===== config.mk =====
export PLATFORM = sky130hd
export DESIGN_NAME = alu_seq
export DESIGN_NICKNAME = d
export VERILOG_FILES = /design/src/rtl/alu_seq.sv
export SDC_FILE = /design/constraint.sdc
export NUM_CORES = 1
export LEC_CHECK = 0
export ABC_AREA = 1
export ABC_CLOCK_PERIOD_IN_PS = 4950
export CORE_ASPECT_RATIO = 0.9
export CORE_MARGIN = 2
export CORE_UTILIZATION = 50
export CTS_CLUSTER_SIZE = 16
export DETAILED_ROUTE_END_ITERATION = 6
export PLACE_DENSITY = 0.76
export SLEW_MARGIN = 10
export SYNTH_ARGS = -nofsm -noshare
export SYNTH_HDL_FRONTEND = slang
export SYNTH_SLANG_ARGS = --single-unit

===== constraint.sdc =====
create_clock -name clk -period 4.95 [get_ports clk]
set_clock_uncertainty 0.05 [all_clocks]
set_input_delay 0.99 -clock clk [delete_from_list [all_inputs] [get_ports clk]]
set_output_delay 0.99 -clock clk [all_outputs]
set_load 0.005 [all_outputs]

===== src/rtl/alu_seq.sv =====
// ----------------------------------------------------------------------------
// alu_seq -- registered SM83-style ALU with a persistent flag register.
//
// Executes the 8-bit-style ALU/CB operations on WIDTH-bit operands, owns the
// flag register F = {Z,N,H,C}, and performs the 2*WIDTH-bit ADDW (ADD HL,rr)
// in two cycles: the low halves are added at accept, and the high halves plus
// the low carry are added on the following edge.
// Results go into a one-deep output register with valid/ready on both sides.
//
// Optional feature macro: ALU_DAA_EN
//   defined   : opcode 19 is DAA (BCD adjust; the constants assume WIDTH=8)
//   undefined : opcode 19 acts as an unknown opcode and no DAA logic exists
//
// Ports
//   clk, rst_n             clock (rising edge), asynchronous active-low reset
//   in_valid / in_ready    request handshake (accept = in_valid & in_ready)
//   operation  [OP_W]      opcode
//   operand1   [2*WIDTH]   A / HL (upper half used only by ADDW)
//   operand2   [2*WIDTH]   source / rr; BIT index = operand2[2:0]
//   out_valid / out_ready  result handshake
//   result     [2*WIDTH]   result register (upper half zero except for ADDW)
//   flags      [4]         live F = {Z,N,H,C}
//   flag_load, flag_wdata  load F when no result commits on the same edge
// ----------------------------------------------------------------------------
module alu_seq #(
   parameter int WIDTH = 8,
   parameter int OP_W  = 5
) (
   input  logic               clk,
   input  logic               rst_n,
   input  logic               in_valid,
   output logic               in_ready,
   input  logic [OP_W-1:0]    operation,
   input  logic [2*WIDTH-1:0] operand1,
   input  logic [2*WIDTH-1:0] operand2,
   output logic               out_valid,
   input  logic               out_ready,
   output logic [2*WIDTH-1:0] result,
   output logic [3:0]         flags,
   input  logic               flag_load,
   input  logic [3:0]         flag_wdata
);
   localparam int HW = WIDTH / 2;

   // Encodings run consecutively from 0 (ADD) to 21 (CPL).
   typedef enum logic [OP_W-1:0] {
      OP_ADD, OP_ADC, OP_SUB, OP_SBC, OP_AND, OP_XOR, OP_OR, OP_CP,
      OP_INC, OP_DEC, OP_RLC, OP_RRC, OP_RL, OP_RR, OP_SLA, OP_SRA,
      OP_SWAP, OP_SRL, OP_BIT, OP_DAA, OP_ADDW, OP_CPL
   } op_e;

   typedef enum logic { S_IDLE, S_EXEC_HI } state_e;

   state_e             state_q, state_d;
   logic               out_valid_q, out_valid_d;
   logic [2*WIDTH-1:0] result_q, result_d;
   logic [3:0]         flags_q, flags_d;

   // ADDW holding registers
   logic [WIDTH-1:0]   lo_sum_q, hi_a_q, hi_b_q;
   logic               lo_c_q;

   logic [WIDTH-1:0]   a, b;
   logic               c_in, cin_arith;
   logic [WIDTH:0]     add_w, sub_w, hi_w;
   logic [HW:0]        add_h, sub_h, hi_h;

   assign a         = operand1[WIDTH-1:0];
   assign b         = operand2[WIDTH-1:0];
   assign c_in      = flags_q[0];
   assign cin_arith = (operation == OP_ADC || operation == OP_SBC) ? c_in : 1'b0;

   // Extra top bit gives carry (add) or borrow (subtract) out of each boundary.
   assign add_w = {1'b0, a} + {1'b0, b} + {{WIDTH{1'b0}}, cin_arith};
   assign sub_w = {1'b0, a} - {1'b0, b} - {{WIDTH{1'b0}}, cin_arith};
   assign add_h = {1'b0, a[HW-1:0]} + {1'b0, b[HW-1:0]} + {{HW{1'b0}}, cin_arith};
   assign sub_h = {1'b0, a[HW-1:0]} - {1'b0, b[HW-1:0]} - {{HW{1'b0}}, cin_arith};

   assign hi_w  = {1'b0, hi_a_q} + {1'b0, hi_b_q} + {{WIDTH{1'b0}}, lo_c_q};
   assign hi_h  = {1'b0, hi_a_q[HW-1:0]} + {1'b0, hi_b_q[HW-1:0]} + {{HW{1'b0}}, lo_c_q};

`ifdef ALU_DAA_EN
   logic             daa_hi, daa_lo;
   logic [WIDTH-1:0] daa_adj, daa_res;

   // After a subtraction (N=1) only the recorded H/C drive the correction,
   // so C can never be cleared there.
   always_comb begin
      daa_hi  = flags_q[2] ? flags_q[0] : (flags_q[0] || a > WIDTH'('h99));
      daa_lo  = flags_q[2] ? flags_q[1] : (flags_q[1] || a[3:0] > 4'h9);
      daa_adj = (daa_hi ? WIDTH'('h60) : '0) | (daa_lo ? WIDTH'('h06) : '0);
      daa_res = flags_q[2] ? (a - daa_adj) : (a + daa_adj);
   end
`endif

   // ---------------------------------------------------------------------
   // Single-cycle ALU function
   // ---------------------------------------------------------------------
   logic [WIDTH-1:0] alu_res;
   logic             z_f, n_f, h_f, c_f, z_from_res;

   // NOTE: every output of a combinational block gets a default before the
   // case statement, so no path leaves a signal unassigned (no latches).
   always_comb begin
      alu_res    = a;
      z_f        = flags_q[3];
      n_f        = flags_q[2];
      h_f        = flags_q[1];
      c_f        = flags_q[0];
      z_from_res = 1'b0;
      case (operation)
         OP_ADD, OP_ADC: begin
            alu_res = add_w[WIDTH-1:0]; n_f = 1'b0; h_f = add_h[HW]; c_f = add_w[WIDTH];
            z_from_res = 1'b1;
         end
         OP_SUB, OP_SBC: begin
            alu_res = sub_w[WIDTH-1:0]; n_f = 1'b1; h_f = sub_h[HW]; c_f = sub_w[WIDTH];
            z_from_res = 1'b1;
         end
         // CP keeps A but reports Z from the difference, as SUB would.
         OP_CP: begin
            n_f = 1'b1; h_f = sub_h[HW]; c_f = sub_w[WIDTH];
            z_f = (sub_w[WIDTH-1:0] == '0);
         end
         OP_AND: begin
            alu_res = a & b; n_f = 1'b0; h_f = 1'b1; c_f = 1'b0; z_from_res = 1'b1;
         end
         OP_XOR: begin
            alu_res = a ^ b; n_f = 1'b0; h_f = 1'b0; c_f = 1'b0; z_from_res = 1'b1;
         end
         OP_OR: begin
            alu_res = a | b; n_f = 1'b0; h_f = 1'b0; c_f = 1'b0; z_from_res = 1'b1;
         end
         OP_INC: begin
            alu_res = a + WIDTH'(1); n_f = 1'b0; h_f = &a[HW-1:0]; z_from_res = 1'b1;
         end
         OP_DEC: begin
            alu_res = a - WIDTH'(1); n_f = 1'b1; h_f = ~|a[HW-1:0]; z_from_res = 1'b1;
         end
         OP_RLC: begin
            alu_res = {a[WIDTH-2:0], a[WIDTH-1]}; n_f = 1'b0; h_f = 1'b0; c_f = a[WIDTH-1];
            z_from_res = 1'b1;
         end
         OP_RRC: begin
            alu_res = {a[0], a[WIDTH-1:1]}; n_f = 1'b0; h_f = 1'b0; c_f = a[0];
            z_from_res = 1'b1;
         end
         OP_RL: begin
            alu_res = {a[WIDTH-2:0], c_in}; n_f = 1'b0; h_f = 1'b0; c_f = a[WIDTH-1];
            z_from_res = 1'b1;
         end
         OP_RR: begin
            alu_res = {c_in, a[WIDTH-1:1]}; n_f = 1'b0; h_f = 1'b0; c_f = a[0];
            z_from_res = 1'b1;
         end
         OP_SLA: begin
            alu_res = {a[WIDTH-2:0], 1'b0}; n_f = 1'b0; h_f = 1'b0; c_f = a[WIDTH-1];
            z_from_res = 1'b1;
         end
         OP_SRA: begin
            alu_res = {a[WIDTH-1], a[WIDTH-1:1]}; n_f = 1'b0; h_f = 1'b0; c_f = a[0];
            z_from_res = 1'b1;
         end
         OP_SWAP: begin
            alu_res = {a[HW-1:0], a[WIDTH-1:HW]}; n_f = 1'b0; h_f = 1'b0; c_f = 1'b0;
            z_from_res = 1'b1;
         end
         OP_SRL: begin
            alu_res = {1'b0, a[WIDTH-1:1]}; n_f = 1'b0; h_f = 1'b0; c_f = a[0];
            z_from_res = 1'b1;
         end
         // Mask form keeps an index beyond WIDTH-1 legal (reads as a zero bit).
         OP_BIT: begin
            z_f = ~|(a & (WIDTH'(1) << operand2[2:0])); n_f = 1'b0; h_f = 1'b1;
         end
         OP_CPL: begin
            alu_res = ~a; n_f = 1'b1; h_f = 1'b1;
         end
`ifdef ALU_DAA_EN
         OP_DAA: begin
            alu_res = daa_res; h_f = 1'b0; c_f = daa_hi; z_from_res = 1'b1;
         end
`endif
         // Unknown codes pass A through with F untouched; ADDW is handled
         // by the two-cycle path and never commits from here.
         default: ;
      endcase
      if (z_from_res) z_f = (alu_res == '0);
   end

   // ---------------------------------------------------------------------
   // Handshake, state and commit
   // ---------------------------------------------------------------------
   logic               accept, commit;
   logic [2*WIDTH-1:0] commit_res;
   logic [3:0]         commit_flags;

   // Held low during reset so nothing is accepted before release.
   assign in_ready = rst_n && (state_q == S_IDLE) && (!out_valid_q || out_ready);
   assign accept   = in_valid && in_ready;

   always_comb begin
      state_d      = state_q;
      commit       = 1'b0;
      commit_res   = result_q;
      commit_flags = flags_q;
      case (state_q)
         S_IDLE: begin
            if (accept) begin
               if (operation == OP_ADDW) begin
                  state_d = S_EXEC_HI;
               end else begin
                  commit       = 1'b1;
                  commit_res   = {{WIDTH{1'b0}}, alu_res};
                  commit_flags = {z_f, n_f, h_f, c_f};
               end
            end
         end
         S_EXEC_HI: begin
            commit       = 1'b1;
            commit_res   = {hi_w[WIDTH-1:0], lo_sum_q};
            commit_flags = {flags_q[3], 1'b0, hi_h[HW], hi_w[WIDTH]};
            state_d      = S_IDLE;
         end
      endcase

      result_d    = commit ? commit_res : result_q;
      out_valid_d = commit || (out_valid_q && !out_ready);
      // A committing op owns F on its edge; a coincident flag_load is dropped.
      if (commit)         flags_d = commit_flags;
      else if (flag_load) flags_d = flag_wdata;
      else                flags_d = flags_q;
   end

   // NOTE: state registers use non-blocking assignments so every register
   // samples pre-edge values, independent of block evaluation order.
   always_ff @(posedge clk or negedge rst_n) begin
      if (!rst_n) begin
         state_q     <= S_IDLE;
         out_valid_q <= 1'b0;
         result_q    <= '0;
         flags_q     <= 4'b0000;
      end else begin
         state_q     <= state_d;
         out_valid_q <= out_valid_d;
         result_q    <= result_d;
         flags_q     <= flags_d;
      end
   end

   // NOTE: ADDW holding registers carry no reset; they are always loaded on
   // the accept edge before EXEC_HI reads them.
   always_ff @(posedge clk) begin
      if (accept && operation == OP_ADDW) begin
         lo_sum_q <= add_w[WIDTH-1:0];
         lo_c_q   <= add_w[WIDTH];
         hi_a_q   <= operand1[2*WIDTH-1:WIDTH];
         hi_b_q   <= operand2[2*WIDTH-1:WIDTH];
      end
   end

   assign out_valid = out_valid_q;
   assign result    = result_q;
   assign flags     = flags_q;

endmodule

==> impl_metrics.toml, run 1 <==
[yosys]
synth_most_common_cell = "nand2_1"
avgSynthCellArea_um2 = 6.50
synthDominantCellAreaShare_pct = 17.6
synth_edf_count = 25
synthCells = 733
synth_commonest_cells = "nand2_1 (223), inv_1 (99), nor2_1 (86), nand3_1 (73), ha_1 (43)"
ys_seq_area_share_pct = 27.3
syn_nets = 829
synth-seq-cells = 47
ys_warn_count = 0
synth.largest_area_cell = "nand2_1"
yosysUniqueCellTypes = 34
synthFlopType = "edfxtp_1"
ys_async_sr_fraction_pct = 46.8
syn_area_um2 = 4770
synth_area_leaders = "nand2_1 (18%), edfxtp_1 (16%), dfrtp_1 (12%), ha_1 (11%), inv_1 (7.8%)"

[worst_hold_path]
hold_end = "result[0]$_DFFE_PN0P_"
hold_start = "lo_sum_q[0]$_DFFE_PP_"
hold_class = "reg2reg"
hold_path_depth = 2

[timing]
max_slew_margin_pct = 52.8
period_share_pct = 84.5
rsz0062_at_grt = "no"
slew_viol_final = 0
tightest_slew_ns = 0.708
final_hold_viol_count = 0
final.setup.tns_ns = 0
period_minus_slack_ns = 4.18
clock.fmax_ghz = 0.239
worst_slack_ns = 0.768
setup_violations = 0

[power_and_ir_drop]
clkPwrFrac_pct = 24.2
swShare_pct = 35.6
share_seq_of_total_power_pct = 38.5
pwr_density_cell_nw_per_um2 = 206
p_leak_uw = 0.00283
p_int_uw = 764
power.total_uw = 1190
p_switching_uw = 423
combPwrFrac_pct = 37.4
ir_drop_mv = 0.149

[global_routing]
globalRouteOverflowTotal = 0
grt_pass1_wl_mm = 27.8
grt_max_degree = 26
grt_usage_pct = 34.9
antenna_found_initial = 0
grt_pass1_vias = 5068

[route]
drc = 0
wirelength_mm = 17.6
drtIter0Drc = 576
wl_per_cell_um = 18.9
firstDrtPassIters = 6
viasPerCell = 5.76
num_vias = 5358
postRouteAntennaNets = 0

[clocking]
clk_pin_slew_ns = 0.10
cts_max_level = 2
clock_latency_ns = 0.31
post_cts_buffers = 0
hold_buffers = 0
tritoncts = "yes"
cts_resized = 0
cts_sinks = 47
root_buffer = "clkbuf_8"
cts_buffers = 5
clock_path_buffers = 2

[setup_path]
r2r-start = "flags[0]$_DFFE_PN0P_"
end_kind = "register"
worstPathArrival_ns = 4.38
regToRegEndpoint = "flags[3]$_DFFE_PN0P_"
crit_type = "in2reg"
reg2reg_depth = 18
cpPeakStageDelay_ns = 0.64
critPathRequiredTime_ns = 5.15
crit_chain = "clkdlybuf4s50_1, inv_2, nand4_1, fa_1, inv_1, ha_1, xor2_1, nand2_1, nand2_1, nor2_1, nand2_1, nor2_1, nand2_1, nor2_1, nand2_1, nor2_1, nand3_1, nand2_1, nand2_1, a21oi_2"
crit_top_cell = "nand2_1"
cp-start-kind = "input port"
crit_path_top_delay_cell = "clkdlybuf4s50_1"
rrSetupSlack_ns = 1.87
crit_fanout = 13

[floorplan]
core_um2 = 9210
start_util_pct = 51.8
rows = 33
design.die.area_um2 = 10300
ioPinCount = 68
die_h_um = 96.6
die_w_um = 107

[cells_and_area]
final_cells = 930
layout-drive-gt1-share_pct = 5.07
fin_nets = 903
area_growth_pct = 20.7
diodes = 0

[place]
post-place-cells = 922
place_congestion = 1.04
pre_cts_slack_ns = 0.499
dp_hpwl_mm = 14.3
placement.io_buffers = 67

[outcome]
status = "finished, final reports clean"

[flow_run]
drv_cap = 0
cells by family after synthesis:
kind of cell | count (synthesis) | synth area share [%]
and+or+nand+nor | 431 | 38.5
buffers and inverters | 116 | 9.29
AOI/OAI and AO/OA | 86 | 10.1
adders and majority gates | 50 | 14.2
DFF | 47 | 27.3
xor gates and xnor gates | 3 | 0.551
how the worst max path moves through the flow:
stage | from | end | slack [ns] | cells past startpoint
detailed placement | operation[4] | flags[3]$_DFFE_PN0P_ | 0.50 | 20
global placement | operation[4] | flags[3]$_DFFE_PN0P_ | 0.59 | 20
floorplan | operation[1] | hi_a_q[0]$_DFFE_PP_ | 1.18 | 4
global route | operation[4] | flags[3]$_DFFE_PN0P_ | 0.51 | 20
finish | operation[4] | flags[3]$_DFFE_PN0P_ | 0.77 | 20
CTS | operation[4] | flags[3]$_DFFE_PN0P_ | 0.81 | 20
layout by cell type, fill, tap and decap left out, types with 3 or more instances in the layout:
cell,synthesis,layout
nand2_1,223,223
nor2_2,10,10
nand4_1,14,14
and2_1,4,4
inv_2,3,3
fa_1,7,7
dfrtp_1,22,22
o21ai_0,34,34
nand2_2,3,3
xor2_1,3,3
nor3_1,9,8
a21oi_1,32,32
buf_4,0,13
edfxtp_1,25,25
nand3b_1,7,7
nand3_1,73,73
inv_1,99,99
o211ai_1,4,4
ha_1,43,43
clkbuf_8,0,6
nor2_1,86,86
clkdlybuf4s50_1,0,67
o21bai_1,3,3
cell type report:
cell class | instances | area [um^2]
clock inverters | 1 | 8.76
clock buffers | 7 | 108
inverters | 103 | 387
repair buffers | 80 | 768
flip-flops and latches | 47 | 1300
multi-input cells | 570 | 3030
well taps | 122 | 153
fillers | 840 | 3460
critical path: cells and delay by family:
| family | cells | cell delay [ns] |
|---|---|---|
| XOR/XNOR | 1 | 0.19 |
| AND/OR/NAND/NOR | 13 | 1.24 |
| adder cells (fa/ha/maj) | 2 | 0.83 |
| buffers and inverters | 3 | 1.00 |
| AO/OA/AOI/OAI | 1 | 0.12 |
routing by layer:
layer | vias to the layer above | global-route usage, % | share of wire (%)
met5 | - | 0 | 0
met4 | 0 | 13.9 | 4.6
met3 | 64 | 5.46 | 10
met2 | 332 | 53.3 | 43
met1 | 2437 | 49.4 | 42
li1 | 2525 | - | -
state kept, by name (all words and copies together), names as in the netlist:
register and flops:
flags 4, hi_a_q 8, hi_b_q 8, lo_c_q 1, lo_sum_q 8, out_valid 1
result 16, state_q 1
power by group through the flow:
stage          Clock, uW  Sequential, uW  Combinational [uW]
5_1_grt              302             458                 487
2_1_floorplan          0             463                 236
3_3_place_gp           0             463                 425
4_1_cts              286             456                 433
3_5_place_dp           0             464                 432
6_report             287             456                 443
per-stage QoR:
| stage | utilization, % | area (um^2) | hold WS (ns) |
|---|---|---|---|
| 6_report | 62.5 | 5750 | 0.426 |
| 5_1_grt | 62.5 | 5750 | 0.451 |
| 4_1_cts | 62.5 | 5750 | 0.425 |
| 3_5_place_dp | 61.2 | 5640 | 0.403 |
| 3_3_place_gp | 61.2 | 5640 | 0.397 |
| 2_1_floorplan | - | 4770 | 0.392 |
(Power assumes the default switching activity.)
==> inputs of run 2 (changes only) <==
Settings changed: ABC_CLOCK_PERIOD_IN_PS 4950 to 4400.
Clock period 4.95 ns to 4.4 ns, I/O delays scaled along.
==> run 2 against run 1 <==
Effect of this change:
- critical path depth shrank 1
- register-to-register slack worse by 0.82 ns
- sequential share of layout area fell by 0.49 points
- clock-buffer cell count shrank 2
- flip-flop and latch count is the same
- utilization is 1.4 points higher
- clock power increased by 13%
- power increased by 14%
- combinational power rose by 16%
- critical endpoint unchanged
- largest power group is now combinational cells
- highest routed layer unchanged
==> impl_metrics.toml, run 2 (synthesis gave the netlist of run 1 again) <==
[global_routing]
grt_usage_pct = 34.3
antenna_found_initial = 0
grt_pass1_wl_mm = 27.3
globalRouteOverflowTotal = 0
grt_pass1_vias = 5093
grt_max_degree = 26

[setup_path]
end_kind = "register"
crit_type = "in2reg"
cp-start-kind = "input port"
cp_top_family = "simple AND/OR/NAND/NOR gates"
crit_fanout = 8
cpPeakStageDelay_ns = 0.67
crit_chain = "clkdlybuf4s50_1, nand4_1, fa_1, fa_1, inv_1, nand3_1, nand2_1, nand2_1, nand3_1, nand2_1, inv_1, nand3_1, nor2_1, nand2_1, nor2_1, nand3_1, nand2_1, nand2_1, a21oi_2"
crit_top_cell = "nand2_1"
crit_path_top_delay_cell = "clkdlybuf4s50_1"
worstPathArrival_ns = 4.29
crit_buf_inv = 3
critPathRequiredTime_ns = 4.59

[cells_and_area]
n_fill_cell = 855
diodes = 0
final_area_um2 = 5880
multi_input_area_um2 = 3030
final_cell_mix = "nand2_1 (223), inv_1 (99), nor2_1 (86), nand3_1 (73), clkdlybuf4s50_1 (67)"
layout-drive-gt1-share_pct = 7.03
final_common_cell = "nand2_1"
ff_latch_area_um2 = 1300
area_growth_pct = 23.3
largest_reg_flops = 16
fin_nets = 920

[clocking]
clk_pin_slew_ns = 0.09
post_cts_buffers = 0
cts_resized = 0
root_buffer = "clkbuf_8"
cts_buffers = 5
clock_path_buffers = 2
clock_latency_ns = 0.31
tritoncts = "yes"
hold_buffers = 0
cts_max_level = 2
cts_sinks = 47

[worst_hold_path]
hold_class = "reg2reg"

[route]
drc = 0
firstDrtPassIters = 5
num_vias = 5438
viasPerCell = 5.74
postRouteAntennaNets = 0
wirelength_mm = 17.5
drtIter0Drc = 597
wl_per_cell_um = 18.5

[timing]
clock.fmax_ghz = 0.244
final.setup.tns_ns = 0
rsz0062_at_grt = "no"
period_share_pct = 93.3
setup_violations = 0
tightest_slew_ns = 0.782
slew_viol_final = 0
period_minus_slack_ns = 4.11
final_hold_viol_count = 0
worst_slack_ns = 0.295
max_slew_margin_pct = 47.7

[place]
dp_hpwl_mm = 14.2
place_area_um2 = 5760
pre_cts_slack_ns = 0.0851
placement.io_buffers = 67
place_congestion = 1.06

[power_and_ir_drop]
swShare_pct = 34.9
share_seq_of_total_power_pct = 37.9
p_int_uw = 880
pwr_density_cell_nw_per_um2 = 230
combPwrFrac_pct = 38.0
p_leak_uw = 0.00291
clkPwrFrac_pct = 24.1
p_switching_uw = 471
ir_drop_mv = 0.179

[floorplan]
rows = 33
ioPinCount = 68
start_util_pct = 51.8
core_um2 = 9210
die_w_um = 107
design.die.area_um2 = 10300
die_h_um = 96.6

[flow_run]
drv_cap = 0

[outcome]
status = "finished, final reports clean"
[run 2: cell types whose count changed in the layout (fill, tap and decap cells not counted)]
cell / delta
buf_4: +17
bufinv_16: +1
clkbuf_16: -1
clkbuf_8: -1
clkinvlp_4: +1
[run 2: layer usage]
metal  track usage, %  vias up  share of wire [%]  wire [um]
li1                 -     2564                  -          -
met1             49.6     2509                 43       7590
met2             53.8      326                 44       7720
met3             4.58       39                9.9       1740
met4             8.99        0                2.5        433
met5                0        -                  0          0
[run 2: worst paths after layout]
kind,slack (ns),endpoint,start,cells past startpoint
setup / recovery,0.29,flags[3]$_DFFE_PN0P_,operation[0],19
hold / removal,0.44,result[0]$_DFFE_PN0P_,lo_sum_q[0]$_DFFE_PP_,2
setup reg to reg,1.05,flags[3]$_DFFE_PN0P_,flags[0]$_DFFE_PN0P_,18
hold reg to reg,0.44,result[0]$_DFFE_PN0P_,lo_sum_q[0]$_DFFE_PP_,2
max in group asynchronous,3.18,result[5]$_DFFE_PN0P_,rst_n,2
min in group asynchronous,0.87,result[13]$_DFFE_PN0P_,rst_n,2
[run 2: power groups by stage]
| stage | combinational, uW | clock, uW | sequential [uW] |
|---|---|---|---|
| floorplan | 266 | 0 | 521 |
| global placement | 494 | 0 | 520 |
| detailed placement | 500 | 0 | 522 |
| CTS | 503 | 329 | 513 |
| global route | 562 | 346 | 516 |
| finish | 514 | 325 | 512 |
[run 2: layout make-up]
cell class | count | share of cell area [%]
multi-input cells | 570 | 51.5
flip-flops and latches | 47 | 22.1
repair buffers | 97 | 15.2
inverters | 103 | 6.58
well taps | 122 | 2.60
clock buffers | 5 | 1.17
clock inverters | 3 | 0.788
[run 2: worst register-to-register path, cell delays in order, from the launching register on]
cell	delay [ns]
dfrtp_1	0.50
nand4_1	0.27
fa_1	0.53
fa_1	0.45
inv_1	0.10
nand3_1	0.10
nand2_1	0.19
nand2_1	0.09
nand3_1	0.09
nand2_1	0.06
inv_1	0.08
nand3_1	0.07
nor2_1	0.16
nand2_1	0.10
nor2_1	0.11
nand3_1	0.07
nand2_1	0.06
nand2_1	0.08
a21oi_2	0.12
[run 2: per-stage QoR]
stage                     instances  power [uW]  util (%)  hold slack (ns)
after floorplan                 733         787         -            0.392
after global placement          939        1010      62.6            0.404
after detailed placement        939        1020      62.6            0.415
after CTS                       947        1340      63.8            0.440
after global routing            947        1420      63.8            0.466
final                           947        1350      63.8            0.436
